<file path="config.mk">
export PLATFORM = sky130hd
export DESIGN_NAME = mem_bus_arbiter
export DESIGN_NICKNAME = d
export VERILOG_FILES = /design/src/rtl/mem_bus_arbiter.sv
export SDC_FILE = /design/constraint.sdc
export NUM_CORES = 1
export LEC_CHECK = 0
export CAP_MARGIN = 10
export CORE_UTILIZATION = 30
export DETAILED_ROUTE_END_ITERATION = 6
export PLACE_DENSITY_LB_ADDON = 0.12
export SLEW_MARGIN = 25
export SYNTH_ARGS = -nofsm -noshare
export SYNTH_HDL_FRONTEND = slang
export SYNTH_SLANG_ARGS = --single-unit
</file>
<file path="constraint.sdc">
create_clock -name CLK -period 2.1 [get_ports CLK]
set_input_delay 0.525 -clock CLK [delete_from_list [all_inputs] [get_ports CLK]]
set_output_delay 0.525 -clock CLK [all_outputs]
set_load 0.02 [all_outputs]
</file>
<file path="src/rtl/mem_bus_arbiter.sv">
// mem_bus_arbiter: shares one outbound generic bus between the I-cache and
// D-cache miss paths. One transaction is latched, forwarded and answered at a time.
// Policy: fixed priority (data first) with an instruction starvation guard.
// Build option MEM_ARB_ROUND_ROBIN_EN replaces it with round-robin arbitration.
module mem_bus_arbiter #(
  parameter int unsigned ADDR_WIDTH   = 32,
  parameter int unsigned DATA_WIDTH   = 32,
  parameter int unsigned STARVE_LIMIT = 8
) (
  input  logic                    CLK,
  input  logic                    nRST,
  // instruction requester
  input  logic [ADDR_WIDTH-1:0]   i_addr,
  input  logic                    i_ren,
  output logic [DATA_WIDTH-1:0]   i_rdata,
  output logic                    i_busy,
  // data requester
  input  logic [ADDR_WIDTH-1:0]   d_addr,
  input  logic [DATA_WIDTH-1:0]   d_wdata,
  input  logic                    d_ren,
  input  logic                    d_wen,
  input  logic [DATA_WIDTH/8-1:0] d_byte_en,
  output logic [DATA_WIDTH-1:0]   d_rdata,
  output logic                    d_busy,
  // outbound bus
  output logic [ADDR_WIDTH-1:0]   out_addr,
  output logic [DATA_WIDTH-1:0]   out_wdata,
  output logic                    out_ren,
  output logic                    out_wen,
  output logic [DATA_WIDTH/8-1:0] out_byte_en,
  input  logic [DATA_WIDTH-1:0]   out_rdata,
  input  logic                    out_busy
);

  localparam logic [1:0] IDLE    = 2'd0;
  localparam logic [1:0] GRANT_I = 2'd1;
  localparam logic [1:0] GRANT_D = 2'd2;

  logic [1:0] state_q;
  logic       i_req;
  logic       d_req;
  logic       any_req;
  logic       pick_d;

  assign i_req   = i_ren;
  assign d_req   = d_ren | d_wen;
  assign any_req = i_req | d_req;

`ifdef MEM_ARB_ROUND_ROBIN_EN
  localparam logic SIDE_I = 1'b0;
  localparam logic SIDE_D = 1'b1;

  logic rr_last_q;

  // Contended: grant the side that did not win last time.
  always_comb begin
    pick_d = d_req && (!i_req || (rr_last_q == SIDE_I));
  end

  // Remember the most recently granted side.
  always_ff @(posedge CLK or negedge nRST) begin
    if (!nRST) begin
      rr_last_q <= SIDE_D;
    end else if (state_q == IDLE && any_req) begin
      rr_last_q <= pick_d ? SIDE_D : SIDE_I;
    end
  end
`else
  localparam int unsigned CNT_W      = $clog2(STARVE_LIMIT + 1);
  localparam logic [CNT_W-1:0] STARVE_MAX = CNT_W'(STARVE_LIMIT);

  logic [CNT_W-1:0] starve_cnt_q;

  // Data wins a contended slot unless the instruction side has been starved.
  always_comb begin
    pick_d = d_req && (!i_req || (starve_cnt_q != STARVE_MAX));
  end

  // Count data grants taken while an instruction request waits; saturating.
  always_ff @(posedge CLK or negedge nRST) begin
    if (!nRST) begin
      starve_cnt_q <= '0;
    end else if (state_q == IDLE && any_req) begin
      if (pick_d && i_ren) begin
        if (starve_cnt_q != STARVE_MAX) begin
          starve_cnt_q <= starve_cnt_q + 1'b1;
        end
      end else begin
        starve_cnt_q <= '0;
      end
    end
  end
`endif

  // Arbitration, request latching and completion tracking.
  always_ff @(posedge CLK or negedge nRST) begin
    if (!nRST) begin
      state_q     <= IDLE;
      out_addr    <= '0;
      out_wdata   <= '0;
      out_byte_en <= '0;
      out_ren     <= 1'b0;
      out_wen     <= 1'b0;
    end else begin
      case (state_q)
        IDLE: begin
          if (any_req) begin
            if (pick_d) begin
              out_addr    <= d_addr;
              out_wdata   <= d_wdata;
              out_byte_en <= d_byte_en;
              out_wen     <= d_wen;
              // A simultaneous write takes precedence over the read.
              out_ren     <= d_ren & ~d_wen;
              state_q     <= GRANT_D;
            end else begin
              out_addr    <= i_addr;
              out_wdata   <= '0;
              out_byte_en <= '1;
              out_wen     <= 1'b0;
              out_ren     <= 1'b1;
              state_q     <= GRANT_I;
            end
          end
        end
        GRANT_I, GRANT_D: begin
          // Returning to IDLE enforces the one-cycle bubble before the next grant.
          if (!out_busy) begin
            out_ren <= 1'b0;
            out_wen <= 1'b0;
            state_q <= IDLE;
          end
        end
        default: begin
          out_ren <= 1'b0;
          out_wen <= 1'b0;
          state_q <= IDLE;
        end
      endcase
    end
  end

  // Route the bus response only to the granted requester.
  always_comb begin
    i_busy  = 1'b1;
    d_busy  = 1'b1;
    i_rdata = '0;
    d_rdata = '0;
    if (state_q == GRANT_I) begin
      i_busy  = out_busy;
      i_rdata = out_rdata;
    end else if (state_q == GRANT_D) begin
      d_busy  = out_busy;
      d_rdata = out_rdata;
    end
  end

endmodule

</file>
**Yosys cells after proc, flatten, opt, wreduce, memory -nomap -nowiden**

Cells that the tools add are included.

- Register bits after elaboration: 76
- Input bits: 138
- Word-level logic and storage cells: 50

- Add/sub/neg operators: 1
- Eq/ne operators: 6
- Multiplexer cells: 22
- Bitwise logic cells: 4
- Reductions and logical operators: 10

Operator list:

| cell | number |
|---|---|
| 32-bit 2-to-1 mux | 5 |
| 4-bit 2-to-1 mux | 3 |
| 1-bit 2-to-1 mux | 8 |
| 2-bit 2-to-1 mux | 3 |
| 2-bit AND reduction | 3 |
| 4-bit by 1-bit adder with 4-bit output, second input constant | 1 |
| 2-bit inequality test, second input constant | 2 |
| 4-bit inequality test, second input constant | 1 |
| 1-bit one-hot mux with 2 select lines | 2 |
| 2-bit one-hot mux with 2 select lines | 1 |
| 1-bit logical AND | 3 |
| 2-bit by 1-bit equality test with 1-bit output, second input constant | 1 |
| 2-bit equality test, second input constant | 1 |
| 2-bit logical NOT | 1 |
| 2-bit by 1-bit inequality test with 1-bit output, second input constant | 1 |
| 1-bit OR | 2 |
| 2-bit OR reduction | 1 |
| 1-bit bitwise AND | 1 |
| 1-bit logical NOT | 1 |
| 1-bit logical OR | 1 |
| 1-bit inverter | 1 |

**Depth between registers and ports, before layout**

- Word-level depth: 6
- Gate-level depth with buffers: 7
- Gate-level depth less buffers: 5

**Worst setup path before layout**

Ideal clock, no wire load.

- Path kind: reg2out
- Start: reg state_q[1]
- End: out d_rdata[10]
- Arrival: 1.343 ns
- Required time: 1.575 ns
- Setup slack: 0.232 ns
- Stages on the path, launching flop included: 6
- Path through: dfrtp_1 > inv_1 > ha_1 > nor2b_1 > clkbuf_1 > and2_1

- Cells in the longest elaborated chain, start to end: 3
- Elaborated cells between the ends (all ways): 4

RTL lines:

| element | line | source |
|---|---|---|
| start: declaration | 39 | `logic [1:0] state_q;` |
| start signal: assignment | 98 | `state_q <= IDLE;` |
| start signal: assignment | 115 | `state_q <= GRANT_D;` |
| start signal: assignment | 122 | `state_q <= GRANT_I;` |
| 2-bit equality test | 152 | `end else if (state_q == GRANT_D) begin` |
| 32-bit 2-to-1 mux | 152 |  |
| 32-bit 2-to-1 mux (*) | 149 | `if (state_q == GRANT_I) begin` |
| end: declaration | 23 | `output logic [DATA_WIDTH-1:0] d_rdata,` |

Mark *: on every way between the ends. The rest lies on a longest branch, timed or not.

**Worst setup path after layout**

- Start: reg state_q[0]
- End: out d_rdata[29]

Same word-level chain as after synthesis.

==> results.yml <==
clocking:
  root_buffer: "clkbuf_16"
  cts_tree: "yes"
  clock_latency_ps: 330
  cts_made_buffers: 9
  hold_buffers: 0
  cts.clk_slew.worst_paths_ps: 60
  h-tree-depth: 3
  clockBufferDepth: 2
  clock_sinks: 76
die:
  dieArea_um2: 12400
  num_rows: 39
  ioPinCount: 274
  core-area_um2: 11600
  start_util_pct: 31.1
  die_w_um: 112
  die_h_um: 112
sta:
  max-slew-margin-rel_pct: 68.7
  finClkSkew_ps: 9.12
  fin_crit_ps: 2160
  worst_slack_ps: -58.0
  finalCritPeriodShare_pct: 103
  fmax_ghz: 0.463
  rsz0062_at_grt: "true"
  worstMarginPinSlew_ps: 470
  setup_viol: 36
  drv_slew: 0
  finalHoldViolCount: 0
layout:
  n_antenna_cell: 0
  syn_to_final_growth_pct: 96.5
  drive_gt1_share_pct: 21.8
  nFillCells: 957
  ff_latch_area_um2: 1900
  final_area_um2: 7070
  multiInputGateArea_um2: 1620
  fin_nets: 733
setup_path:
  r2r-end: "out_addr[5]"
  worst-r2r-cell-count: 9
  cp_max_fo: 17
  rr_startpoint: "state_q[0]"
  cp.required_ps: 1570
  rrSetupSlack_ps: 100
  critPathKind: "register to primary output"
  arrival_ps: 1630
  startpoint_type: "register"
  end_kind: "primary output"
pwr:
  p_comb_share_pct: 58.9
  p_int_uw: 6370
  finalPower_uw: 10200
  p_sw_uw: 3850
  pwr-share-clk_pct: 16.0
  leakagePower_uw: 0.00306
  swShare_pct: 37.7
  vdd_drop_max_mv: 0.780
  seqPwrFrac_pct: 25.0
  powerDensity_nw_per_um2: 1440
drt:
  first_pass_iters: 7
  vias: 3560
  route.detailed.wl_per_inst_um: 17.5
  ant_nets: 0
  wirelength_mm: 12.9
  first_iter_violations: 152
  drc: 20
  vias_per_cell: 4.82
synth:
  synth_warnings: 0
  ys_seq_area_share_pct: 52.8
  yosys.cell_count.top_type: "and2_1"
  synthesis.nets: 449
  synth_top_area_cell: "dfrtp_1"
  async_reset_ff_share_pct: 100
  ys_top_cells_by_area: "dfrtp_1 53%, and2_1 17%, a221o_1 8.9%, a22o_1 8.3%, ha_1 1.7%"
  synth_edf_count: 0
  synth_cell_type_count: 31
  synth_top_area_share_pct: 52.8
  syn_inst: 306
  synthFlopType: "dfrtp_1"
  syn-cell-area_um2: 3600
  synth_commonest_cells: "97 x and2_1, 76 x dfrtp_1, 34 x a22o_1"
  syn_avg_cell_area_um2: 11.8
  synth-seq-cells: 76
grt:
  grt_overflow: 0
  grt_usage_pct: 21.1
  grt_max_degree: 38
  antenna_found_initial: 0
  grt_pass1_vias: 3780
  grt_pass1_wl_mm: 20.6
placed_design:
  finalWeightedCongestion: 0.768
  place_ws_ps: -248
  place_area_um2: 6620
  dp_hpwl_mm: 9.52
  io_buffers: 273
status:
  violations: "DRC, setup timing"
  outcome: "finished with violations"
worst_hold_path:
  worstHoldPathType: "primary input to async pin"
job:
  cap_violations: 0
## registers in the layout, indices dropped and copies added, names as in the netlist
register      count
out_addr         32
out_byte_en       4
out_ren           1
out_wdata        32
out_wen           1
starve_cnt_q      4
state_q           2
## power groups by stage
stage / Combinational, uW / Clock (uW) / Sequential [uW]
floorplan: 2180 / 0 / 3350
global placement: 5750 / 0 / 2540
detailed placement: 5810 / 0 / 2550
CTS: 5920 / 1680 / 2560
global route: 6400 / 1760 / 2650
finish: 6020 / 1640 / 2560
## timing repair
action,4_1_cts,5_1_grt
buffers inserted,3,1
gates cloned,1,0
resized for setup,285,46
pin swaps,0,1
setup endpoints to repair,66,66
## layout by cell type (no fill, tap or decap), types with 2 or more instances in the layout
| cell type | Yosys | layout |
|---|---|---|
| clkdlybuf4s50_1 | 0 | 206 |
| and2_1 | 97 | 84 |
| dfrtp_1 | 76 | 76 |
| a22o_1 | 34 | 34 |
| a221o_1 | 32 | 32 |
| buf_6 | 3 | 32 |
| clkdlybuf4s15_2 | 0 | 22 |
| buf_4 | 1 | 16 |
| and2_4 | 1 | 14 |
| buf_2 | 10 | 11 |
| clkbuf_16 | 0 | 9 |
| buf_12 | 0 | 9 |
| nand2_1 | 6 | 6 |
| inv_1 | 5 | 4 |
| o22a_1 | 4 | 4 |
| clkbuf_8 | 0 | 4 |
| nand2b_1 | 2 | 2 |
| a32o_1 | 2 | 2 |
| o2bb2ai_1 | 2 | 2 |
| ha_1 | 5 | 2 |
| ha_4 | 0 | 2 |
## worst max-delay path by stage
stage                           from     endpoint  slack, ps  depth (start not counted)
after floorplan           state_q[1]  d_rdata[10]        230                          5
after global placement      out_busy       i_busy       -230                          3
after detailed placement    out_busy       i_busy       -250                          3
after CTS                 state_q[1]   d_rdata[1]        -80                          7
after global routing      state_q[0]  d_rdata[18]       -140                          6
final                     state_q[0]  d_rdata[29]        -60                          6
## cells by family after synthesis
family | count (synthesis) | synth area share (%)
compound gates | 82 | 21.2
fa+ha+maj | 5 | 1.74
buf+inv | 29 | 4.10
simple gates | 112 | 19.5
mux | 2 | 0.591
flops | 76 | 52.8
## metrics by stage
step                util (%)  hold WS [ps]  setup TNS, ps  std cells
floorplan                  -           229              0        306
global placement        57.2           474         -13520        718
detailed placement      57.2           474         -14840        718
CTS                     60.3           160          -2350        738
global route            61.2           177          -6180        738
finish                  61.2           142          -1380        738
## metal layers
layer / routed length [um] / vias up / part of all wire, % / global-route usage [%]
met2: 6740 / 168 / 52 / 38.1
met1: 4970 / 1698 / 38 / 23.8
li1: - / 1682 / - / -
met4: 169 / 0 / 1.3 / 6.22
met3: 1050 / 12 / 8.1 / 6.53
met5: 0 / - / 0 / 0
## layout make-up
| type | instances | area share [%] |
|---|---|---|
| clock buffers | 14 | 4.01 |
| clock inverters | 2 | 0.548 |
| inverters | 5 | 0.265 |
| multi-input cells | 201 | 22.9 |
| flip-flops and latches | 76 | 26.9 |
| well taps | 143 | 2.53 |
| repair buffers | 297 | 42.9 |
## worst max-delay path, stage by stage (launching register included)
cell and delay (ps):
dfrtp_1 430, inv_2 80, ha_2 160, nor2b_4 200
buf_12 160, and2_1 160, buf_6 120
No activity file was read; power rests on OpenSTA's default activity.
